## src/rtl/fetch_unit.sv

```systemverilog
// fetch_unit: instruction fetch front end with a credit-limited request port,
// an in-flight address queue and a DEPTH-entry instruction buffer.
// Ports:
//   clk, reset_n                    clock, async active-low reset
//   pc / next_pc / pc_enable        external PC register interface
//   imem_req_valid/ready/addr       fetch request channel (addr == pc)
//   imem_resp_valid/data            in-order response channel, no backpressure
//   redirect_valid/target           branch/jump redirect pulse
//   if_valid/ready/instr/pc         buffered instruction towards decode
module fetch_unit #(
  parameter int unsigned DEPTH = 2
) (
  input  logic        clk,
  input  logic        reset_n,
  input  logic [31:0] pc,
  output logic [31:0] next_pc,
  output logic        pc_enable,
  output logic        imem_req_valid,
  input  logic        imem_req_ready,
  output logic [31:0] imem_addr,
  input  logic        imem_resp_valid,
  input  logic [31:0] imem_resp_data,
  input  logic        redirect_valid,
  input  logic [31:0] redirect_target,
  output logic        if_valid,
  input  logic        if_ready,
  output logic [31:0] if_instr,
  output logic [31:0] if_pc
);

  localparam int unsigned CW = $clog2(DEPTH + 1);
  localparam int unsigned PW = (DEPTH > 1) ? $clog2(DEPTH) : 1;
  localparam logic [CW:0] DEPTH_C = (CW + 1)'(DEPTH);

  typedef enum logic {
    ST_FETCH = 1'b0,
    ST_FLUSH = 1'b1
  } state_e;

  state_e        state_q, state_d;
  logic [CW-1:0] count_q, count_d;
  logic [CW-1:0] inflight_q, inflight_d;
  logic [CW-1:0] drop_q, drop_d;
  logic [PW-1:0] head_q, head_d, tail_q, tail_d;
  logic [PW-1:0] aq_wr_q, aq_wr_d, aq_rd_q, aq_rd_d;

  logic [31:0] buf_instr_q [DEPTH];
  logic [31:0] buf_pc_q    [DEPTH];
  logic [31:0] aq_mem_q    [DEPTH];

  logic resp_live, credit_ok, req_ok, accept, push, pop;
  logic unused_tgt_lsb;

  function automatic logic [PW-1:0] ptr_inc(input logic [PW-1:0] p);
    return (p == PW'(DEPTH - 1)) ? '0 : p + PW'(1);
  endfunction

  // Request/PC side; outputs are forced idle while reset is held.
  assign resp_live      = imem_resp_valid && (inflight_q != '0);
  assign credit_ok      = ({1'b0, inflight_q} + {1'b0, count_q}) < DEPTH_C;
  assign req_ok         = (state_q == ST_FETCH) && !redirect_valid && credit_ok;
  assign accept         = req_ok && imem_req_ready;
  assign imem_req_valid = reset_n && req_ok;
  assign pc_enable      = reset_n && (redirect_valid || accept);
  assign next_pc        = redirect_valid ? {redirect_target[31:2], 2'b00} : pc + 32'd4;
  assign imem_addr      = pc;
  assign unused_tgt_lsb = ^redirect_target[1:0];

  // Decode side reads only registered buffer state.
  assign if_valid = (count_q != '0);
  assign if_instr = buf_instr_q[head_q];
  assign if_pc    = buf_pc_q[head_q];

  // Next-state logic for FSM, occupancy counters and queue pointers.
  always_comb begin
    state_d    = state_q;
    count_d    = count_q;
    drop_d     = drop_q;
    head_d     = head_q;
    tail_d     = tail_q;
    aq_wr_d    = aq_wr_q;
    aq_rd_d    = aq_rd_q;
    push       = 1'b0;
    pop        = 1'b0;
    inflight_d = inflight_q + CW'(accept) - CW'(resp_live);

    if (accept)    aq_wr_d = ptr_inc(aq_wr_q);
    if (resp_live) aq_rd_d = ptr_inc(aq_rd_q);

    unique case (state_q)
      ST_FETCH: begin
        if (redirect_valid) begin
          // Everything still in flight belongs to the old path.
          head_d  = '0;
          tail_d  = '0;
          count_d = '0;
          drop_d  = inflight_q - CW'(resp_live);
          state_d = (drop_d != '0) ? ST_FLUSH : ST_FETCH;
        end else begin
          push = resp_live;
          pop  = if_valid && if_ready;
          if (push) tail_d = ptr_inc(tail_q);
          if (pop)  head_d = ptr_inc(head_q);
          count_d = count_q + CW'(push) - CW'(pop);
        end
      end
      ST_FLUSH: begin
        if (redirect_valid) begin
          head_d  = '0;
          tail_d  = '0;
          count_d = '0;
        end
        if (resp_live) drop_d = drop_q - CW'(1);
        state_d = (drop_d == '0) ? ST_FETCH : ST_FLUSH;
      end
      default: state_d = ST_FETCH;
    endcase
  end

  // Control state registers.
  always_ff @(posedge clk or negedge reset_n) begin
    if (!reset_n) begin
      state_q    <= ST_FETCH;
      count_q    <= '0;
      inflight_q <= '0;
      drop_q     <= '0;
      head_q     <= '0;
      tail_q     <= '0;
      aq_wr_q    <= '0;
      aq_rd_q    <= '0;
    end else begin
      state_q    <= state_d;
      count_q    <= count_d;
      inflight_q <= inflight_d;
      drop_q     <= drop_d;
      head_q     <= head_d;
      tail_q     <= tail_d;
      aq_wr_q    <= aq_wr_d;
      aq_rd_q    <= aq_rd_d;
    end
  end

  // Data storage; contents are qualified by the pointers/counters above.
  always_ff @(posedge clk) begin
    if (push) begin
      buf_instr_q[tail_q] <= imem_resp_data;
      buf_pc_q[tail_q]    <= aq_mem_q[aq_rd_q];
    end
    if (accept) aq_mem_q[aq_wr_q] <= imem_addr;
  end

endmodule

```

## config.mk

```make
export PLATFORM = sky130hd
export DESIGN_NAME = fetch_unit
export DESIGN_NICKNAME = d
export VERILOG_FILES = /design/src/rtl/fetch_unit.sv
export SDC_FILE = /design/constraint.sdc
export NUM_CORES = 1
export LEC_CHECK = 0
export BUFFER_PORTS_ARGS = -buffer_cell sky130_fd_sc_hd__buf_2
export CAP_MARGIN = 5
export CORE_UTILIZATION = 45
export CTS_BUF_LIST = sky130_fd_sc_hd__clkbuf_8
export DETAILED_ROUTE_END_ITERATION = 10
export PLACE_DENSITY = 0.81
export SETUP_SLACK_MARGIN = 0.15
export SLEW_MARGIN = 15
export SYNTH_ARGS = -nofsm -noshare
export SYNTH_HDL_FRONTEND = slang
export SYNTH_SLANG_ARGS = --single-unit
```

## constraint.sdc

```tcl
create_clock -name clk -period 8.9 [get_ports clk]
set_clock_uncertainty 0.15 [all_clocks]
set_input_delay 1.78 -clock clk [delete_from_list [all_inputs] [get_ports clk]]
set_output_delay 1.78 -clock clk [all_outputs]
set_load 0.005 [all_outputs]
```

# --- Yosys cells after proc, flatten, opt, wreduce, memory -nomap -nowiden ---
# Memory sizes are Yosys's and may differ from the RTL's.
# Cells that the tools add are included.
totals:
  in_bits: 102
  rom_bits: 0
  elab_cells: 73
  ramBits: 192
  regBits: 11
  output_inout_bits: 131
  n_memories: 3
  latchBits: 0
memory_table:
  columns: ["name", "depth", "word_bits", "rd", "rd_ports_with_merged_regs", "wr", "line", "source"]
  rows:
  - ["aq_mem_q", 2, 32, 1, 0, 1, "49", "logic [31:0] aq_mem_q [DEPTH];"]
  - ["buf_instr_q", 2, 32, 1, 0, 1, "47", "logic [31:0] buf_instr_q [DEPTH];"]
  - ["buf_pc_q", 2, 32, 1, 0, 1, "48", "logic [31:0] buf_pc_q [DEPTH];"]
classes:
  reduce_logical: 15
  eq_ne: 4
  mux: 29
  n_mul: 0
  addsub: 12
  magnitude_cmp: 1
  bitwise_logic: 1
  div_mod_pow: 0
  n_shift: 0
ops:
  columns: ["cell", "n"]
  rows:
  - ["$add 32x3->32 const B", 1]
  - ["$mux 32", 1]
  - ["$mux 1", 18]
  - ["$mux 2", 5]
  - ["$pmux 2 s2", 2]
  - ["$logic_and 1x1->1", 7]
  - ["$pmux 1 s2", 3]
  - ["$reduce_bool 2->1", 3]
  - ["$sub 2x1->2", 3]
  - ["$add 1x1->1 const B", 4]
  - ["$add 2x1->2", 2]
  - ["$ne 2x2->1 const B", 2]
  - ["$reduce_and 2->1", 2]
  - ["$add 2x2->3", 1]
  - ["$lt 3x2->1 const B", 1]
  - ["$ne 3x2->1 const B", 1]
  - ["$ne 3x3->1 const B", 1]
  - ["$logic_not 2->1", 1]
  - ["$sub 2x1->2 const B", 1]
  - ["$logic_not 1->1", 1]
  - ["$logic_or 1x1->1", 1]
  - ["$not 1->1", 1]

# --- Logic depth before layout (Yosys ltp) ---
# Gate-level depths: netlist (run 1).
depth:
  word_depth: 7
  depth_mapped: 9
  mapped_depth_nobuf: 9

# --- Least setup slack after synthesis (run 1) ---
# OpenSTA, ideal clock, no wires.
synth_path:
  kind: "input-to-reg"
  start: "in redirect_valid"
  end: "mem buf_instr_q[0][0], enable pin"
  arrival_time_ns: 8.352
  t_required_ns: 8.105
  n_path_buf: 2
  slack_ns: -0.248
  path_stages: 3
  setup_time_ns: 0.645
  path_cell_list: "clkbuf_1 -> clkbuf_1 -> nor4_1"
synth_between:
  elab_chain_len: 4
synth_rtl:
  columns: ["element", "line", "source"]
  rows:
  - ["from (decl)", "23", "input logic redirect_valid,"]
  - ["$mux 1", "92", "if (redirect_valid) begin"]
  - ["$mux 1", "90", "unique case (state_q)"]
  - ["$mux 1", "145", "if (push) begin"]
  - ["$mux 1 (not written as such)", "146", "buf_instr_q[tail_q] <= imem_resp_data;"]
  - ["to (decl)", "47", null]
# Every way passes these cells.

# --- Worst setup path after layout (run 1) ---
layout_path:
  start: "in pc[2]"
  end: "out next_pc[26]"
layout_between:
  elab_chain_len: 2
layout_rtl:
  columns: ["element", "line", "source"]
  rows:
  - ["from (decl)", "15", "input logic [31:0] pc,"]
  - ["$add 32x3->32", "65", "assign next_pc = redirect_valid ? {redirect_target[31:2], 2'b00} : pc + 32'd4;"]
  - ["$mux 32", "65", null]
  - ["to (decl)", "16", "output logic [31:0] next_pc,"]
# Every way passes these cells.

==> impl_metrics.yaml, run 1 <==
yosys:
  synth_ff_type: "edfxtp_1"
  synth_common_cells: "edfxtp_1, mux2_2, nand2_1, buf_4, o21ai_0"
  avgSynthCellArea_um2: 15.24
  yosys_warnings: 0
  synth_seq_area_share: 0.6847
  synth.area.top_cells: "edfxtp_1, mux2_2, dfrtp_1"
  synth_area_um2: 8822
  syn-num-nets: 688
  yosysTopAreaCell: "edfxtp_1"
  synth_cell_types: 45
  synthMostInstantiatedCell: "edfxtp_1"
  async_flop_share: 0.05419
  synth_cells: 579
  synth_edf_count: 192
  yosysTopAreaCellShare: 0.6535
  ys_seq_elements: 203
global_route:
  grt_antenna_before_repair: 0
  grt_pass1_wl_mm: 28.71
  grt_max_degree: 65
  gr-total-overflow: 0
  grt.total_usage: 0.1892
  first_global_vias: 5613
cells_and_area:
  final_cells: 1077
  areaGrowthSynthToFinish_pct: 20.14
  multi_input_area_um2: 2427
  drive_gt1_frac: 0.4663
  regArea_um2: 6043
  n_fill_cell: 1533
  design_area_um2: 10600
  nets: 903
  num_antenna_cells: 0
floorplanning:
  pin_count: 233
  start_util: 0.4654
  core_area_um2: 18960
  die-area_um2: 20170
  rows: 50
  fp.dieH_um: 142.0
  die_w_um: 142.0
clock_network:
  cts_resized: 0
  ctsHtreeMaxLevel: 2
  worstSkewPairLatency_ns: 0.48
  path_clk_slew_ns: 0.06
  cts.sinks: 203
  cts_tree: "yes"
  cts.path.max_buffers: 3
  hold_buffers: 0
  cts-root-buf: "clkbuf_8"
  postCtsSetupBuffers: 0
  cts-buffers-inserted: 34
drt:
  post-route-drc-count: 0
  drtPass1Iterations: 4
  via_per_inst: 5.165
  drtIter0Drc: 264
  drt-total-wl_mm: 19.29
  vias: 5563
  wire_per_inst_um: 17.91
  postRouteAntennaNets: 0
sta:
  rsz0062_at_grt: "no"
  setup_tns_ns: 0
  min_period_ns: 5.933
  tightest_slew_ns: 1.042
  max_freq_ghz: 0.1685
  finalHoldViolations: 0
  slew_viol_final: 0
  relSlewSlack: 0.3036
  finalSetupViolCount: 0
  fin_crit_sh: 0.6667
hold_path:
  hold_path.class: "reg -> reg"
  min_from: "aq_wr_q"
  hold_end: "aq_wr_q"
  min_path_cells: 1
pwr:
  powerDensity_nw_per_um2: 228.8
  ir_drop_uv: 142.6
  power_uw: 2426
  p_leak_uw: 0.003974
critical_path:
  critPathMaxStageDelay_ns: 0.68
  worstPathCellList: "buf_2 -> ha_1 -> nand4_4 -> or4_4 -> or4_1 -> a31oi_1 -> buf_2"
  worstSetupEndpointType: "primary output"
  cp_top_family: "simple AND/OR/NAND/NOR gates"
  reg2reg_from: "count_q[0]"
  crit_arrival_ns: 4.00
  worst-path-buf-inv: 2
  r2r_slack_ns: 6.01
  reg2reg_depth: 5
  path_common_cell: "buf_2"
  start_kind: "input pin"
  crit_path_max_fanout: 14
  cp.required_ns: 6.97
  crit_slowest_cell: "or4_4"
  worst-setup-path-type: "in -> out"
  reg2reg_to: "aq_mem_q[1][11]"
placed_design:
  dp.cells: 1018
  portBuffers: 230
  gp_congestion: 0.7962
  place_area_um2: 10020
  dp_hpwl_mm: 12.63
run_status:
  outcome: "complete, no violations"
flow_run:
  cap_viol_max_count: 0
==> placed cells by master, fill, tap and decap left out, drive strengths merged, types with 8 or more instances in the layout <==
master	Yosys	routed
a21oi	8	8
a31oi	9	9
buf	35	235
clkbuf	20	35
dfrtp	11	11
edfxtp	192	192
inv	8	25
mux2	97	97
nand2	33	33
nand3	18	18
nor2	23	23
o21ai	27	27
or4	12	12
xnor2	17	17
==> per-stage QoR <==
| stage | utilization | hold slack [ns] | setup slack [ns] |
|---|---|---|---|
| after global placement | 0.5285 | 0.3830 | 2.963 |
| after detailed placement | 0.5285 | 0.3913 | 2.973 |
| after global routing | 0.5591 | 0.4141 | 2.812 |
| final | 0.5591 | 0.3997 | 2.967 |
| after CTS | 0.5591 | 0.4045 | 2.950 |
| after floorplan | - | 0.3181 | 2.471 |
==> kinds of logic after synthesis <==
| kind of cell | after synthesis | share of synthesized area |
|---|---|---|
| simple gates | 128 | 0.07758 |
| fa+ha+maj | 7 | 0.01078 |
| mux | 98 | 0.1249 |
| buf+inv | 65 | 0.04368 |
| xor+xnor | 20 | 0.01986 |
| flops | 203 | 0.6847 |
| compound gates | 58 | 0.03843 |
==> registers in the layout, indices dropped and copies added, names as in the netlist <==
register     count
aq_wr_q          1
tail_q           1
drop_q           2
aq_mem_q        64
aq_rd_q          1
count_q          2
state_q          1
inflight_q       2
buf_pc_q        64
buf_instr_q     64
head_q           1
==> power breakdown <==
part           leakage [uW]  total (uW)  switching (uW)  internal [uW]
sequential          0.00187        1250            83.3           1170
clock              0.000353         700             337            363
combinational       0.00175         471             226            245
total               0.00397        2430             646           1780
==> cell type report <==
| type | count | area share |
|---|---|---|
| flip-flops and latches | 203 | 0.5702 |
| multi-input cells | 311 | 0.2290 |
| repair buffers | 235 | 0.1121 |
| clock buffers | 35 | 0.04545 |
| well taps | 260 | 0.03069 |
| clock inverters | 24 | 0.009326 |
| inverters | 9 | 0.003187 |
==> per-layer routing <==
metal  track usage  wire (um)
met1        0.2172       7903
met2        0.3426       9799
met3       0.04913       1257
met4       0.06055        332
met5             0          0
==> worst max path at each step <==
stage | from | endpoint | slack [ns] | cells after the start
floorplan | redirect_valid | buf_instr_q[0][0] | 2.47 | 3
global placement | pc[2] | next_pc[26] | 2.96 | 7
detailed placement | pc[2] | next_pc[26] | 2.97 | 7
CTS | pc[2] | next_pc[26] | 2.95 | 7
global route | pc[2] | next_pc[26] | 2.81 | 7
finish | pc[2] | next_pc[26] | 2.97 | 7
(Power assumes the default switching activity.)
==> run 2, diff against run 1 <==
--- a/config.mk
+++ b/config.mk
@@ -5,6 +5,7 @@
 export SDC_FILE = /design/constraint.sdc
 export NUM_CORES = 1
 export LEC_CHECK = 0
+export ABC_AREA = 1
 export BUFFER_PORTS_ARGS = -buffer_cell sky130_fd_sc_hd__buf_2
 export CAP_MARGIN = 5
 export CORE_UTILIZATION = 45
==> constraint.sdc (replaced) <==
create_clock -name clk -period 5.79 [get_ports clk]
set_clock_uncertainty 0.15 [all_clocks]
set_input_delay 1.158 -clock clk [delete_from_list [all_inputs] [get_ports clk]]
set_output_delay 1.158 -clock clk [all_outputs]
set_load 0.005 [all_outputs]
==> run 2 against run 1 <==
- die area rose by 2.5%
- register-to-register slack got worse by 3.3 ns
- first-iteration DRC count rose by 11%
- worst hold slack got worse by 0.051 ns
- setup slack got worse by 1.6 ns
- synthesized cell count rose by 52%
- critical path depth fell by 1
- routed wire length fell by 2.3%
- largest cell class unchanged
- largest power group unchanged
==> impl_metrics.yaml, run 2 <==
yosys:
  synthMostInstantiatedCell: "nand2_1"
  syn-num-nets: 989
  synth-xor-area-share: 0.01065
  synth_seq_area_share: 0.6676
  avgSynthCellArea_um2: 10.28
  yosysTopAreaCell: "edfxtp_1"
  synth_top_family_by_area: "simple AND/OR/NAND/NOR gates"
  yosysTopAreaCellShare: 0.6372
  synth_fa_ha_area_frac: 0.01051
  synth_area_um2: 9049
  synth_mux_area_frac: 0
  synth-simple-area-share: 0.2395
  ys_seq_elements: 203
  synth_common_cells: "nand2_1, edfxtp_1, nor2_1, inv_1"
  synth_cell_types: 35
  yosys_warnings: 0
  async_flop_share: 0.05419
  synth_cells: 880
  synth_compound_area_frac: 0.01438
  synth_edf_count: 192
  synth_ff_type: "edfxtp_1"
  synth.area.top_cells: "edfxtp_1, nand2_1, dfrtp_1"
critical_path:
  start_kind: "input pin"
  crit_arrival_ns: 3.09
  crit_slowest_cell: "clkinv_1"
  reg2reg_depth: 3
  r2r_slack_ns: 2.75
  crit_path_max_fanout: 43
  path_common_cell: "buf_2"
  worst-path-buf-inv: 4
  cp.required_ns: 4.48
  worstSetupEndpointType: "primary output"
  worstPathCellList: "buf_2 -> buf_4 -> clkinv_1 -> nand3_1 -> nand2_1 -> buf_2"
  worst-setup-path-type: "in -> out"
  reg2reg_from: "aq_rd_q"
  reg2reg_to: "buf_pc_q[0][0]"
  cp_top_family: "buffers and inverters"
  critPathMaxStageDelay_ns: 0.84
pwr:
  ir_drop_uv: 150.4
  powerDensity_nw_per_um2: 355.6
  p_leak_uw: 0.004801
  power_uw: 3850
global_route:
  grt_antenna_before_repair: 0
  grt.total_usage: 0.1786
  first_global_vias: 5745
  grt_max_degree: 66
  grt_pass1_wl_mm: 28.28
  gr-total-overflow: 0
drt:
  via_per_inst: 4.684
  post-route-drc-count: 0
  drtPass1Iterations: 5
  route.met3.wl_mm: 1.194
  wire_per_inst_um: 13.71
  postRouteAntennaNets: 0
  highest_layer: "met4"
  vias: 6441
  wl_met2_mm: 9.323
  drt-total-wl_mm: 18.85
  drt-met1-wl_mm: 8.070
  drtIter0Drc: 294
clock_network:
  path_clk_slew_ns: 0.07
  hold_buffers: 0
  postCtsSetupBuffers: 0
  cts.sinks: 203
  cts.path.max_buffers: 3
  cts-buffers-inserted: 29
  cts_tree: "yes"
  cts-root-buf: "clkbuf_8"
  cts_resized: 0
  worstSkewPairLatency_ns: 0.53
  ctsHtreeMaxLevel: 1
floorplanning:
  core_area_um2: 19590
  rows: 51
  fp.dieH_um: 143.8
  start_util: 0.4619
  pin_count: 233
  die-area_um2: 20680
  die_w_um: 143.8
cells_and_area:
  areaGrowthSynthToFinish_pct: 19.68
  layout_common_cells: "nand2_1, buf_2, edfxtp_1"
  drive_gt1_frac: 0.2730
  reg_top3: "aq_mem_q (64), buf_instr_q (64), buf_pc_q (64)"
  final_common_cell: "nand2_1"
  num_antenna_cells: 0
  nets: 1197
sta:
  hold_ws_ns: 0.3492
  rsz0062_at_grt: "no"
  finalHoldViolations: 0
  tightest_slew_ns: 1.091
  max_freq_ghz: 0.2275
  min_period_ns: 4.396
  relSlewSlack: 0.2728
  setup_tns_ns: 0
  slew_viol_final: 0
  fin_crit_sh: 0.7593
  finalSetupViolCount: 0
placed_design:
  dp_hpwl_mm: 12.92
  gp_congestion: 0.9187
  portBuffers: 230
hold_path:
  hold_path.class: "in -> async"
flow_run:
  cap_viol_max_count: 0
run_status:
  outcome: "complete, no violations"
[run 2: changes by cell type in the layout (fill, tap and decap cells not counted), moves of 16 or more]
cell	before	now
inv_1	25	44
o21ai_0	26	10
nand2_1	33	427
mux2_2	97	0
nor2_1	21	42
nand3_1	17	34
[run 2: metrics by stage]
stage | std cells | cell area (um^2) | setup slack [ns] | utilization
after global placement | 1322 | 10240 | 1.439 | 0.5229
after floorplan | 880 | 9054 | 0.7101 | -
after CTS | 1375 | 10830 | 1.427 | 0.5528
final | 1375 | 10830 | 1.394 | 0.5528
after global routing | 1375 | 10830 | 1.197 | 0.5528
after detailed placement | 1322 | 10240 | 1.438 | 0.5229
[run 2: worst reg2reg max path, stage by stage, from the launching register on]
cell and delay [ns]:
dfrtp_1 1.06, clkinv_1 1.15, nand2_1 0.28, nand2_1 0.13
[run 2: cell type report]
class / count / area (um^2)
well taps: 265 / 331.6
fillers: 1621 / 8761
inverters: 41 / 153.9
clock buffers: 29 / 399.1
flip-flops and latches: 203 / 6042
clock inverters: 24 / 186.4
repair buffers: 237 / 1204
multi-input cells: 576 / 2512
[run 2: cells by family after synthesis]
logic type | after synthesis
DFF | 203
and+or+nand+nor | 535
xor gates and xnor gates | 11
adders and majority gates | 7
AOI/OAI and AO/OA | 23
buffers and inverters | 101
[run 2: worst max path at each step]
stage | cells after the start | slack (ns) | start | endpoint
after global placement | 6 | 1.44 | redirect_valid | next_pc[28]
final | 6 | 1.39 | redirect_valid | next_pc[28]
after floorplan | 5 | 0.71 | redirect_valid | buf_instr_q[0][0]
after global routing | 6 | 1.20 | redirect_valid | next_pc[28]
after CTS | 6 | 1.43 | redirect_valid | next_pc[28]
after detailed placement | 6 | 1.44 | redirect_valid | next_pc[28]
[run 2: power breakdown]
group / internal [uW] / leakage (uW) / switching, uW
Sequential: 1830 / 0.00187 / 90.4
Clock: 605 / 0.000315 / 500
Combinational: 296 / 0.00261 / 531
Total: 2730 / 0.00480 / 1120
[run 2: per-layer routing]
layer / vias to the layer above / track usage
li1: 3277 / -
met1: 2905 / 0.2218
met2: 237 / 0.3194
met3: 22 / 0.03266
met4: 0 / 0.04591
met5: - / 0
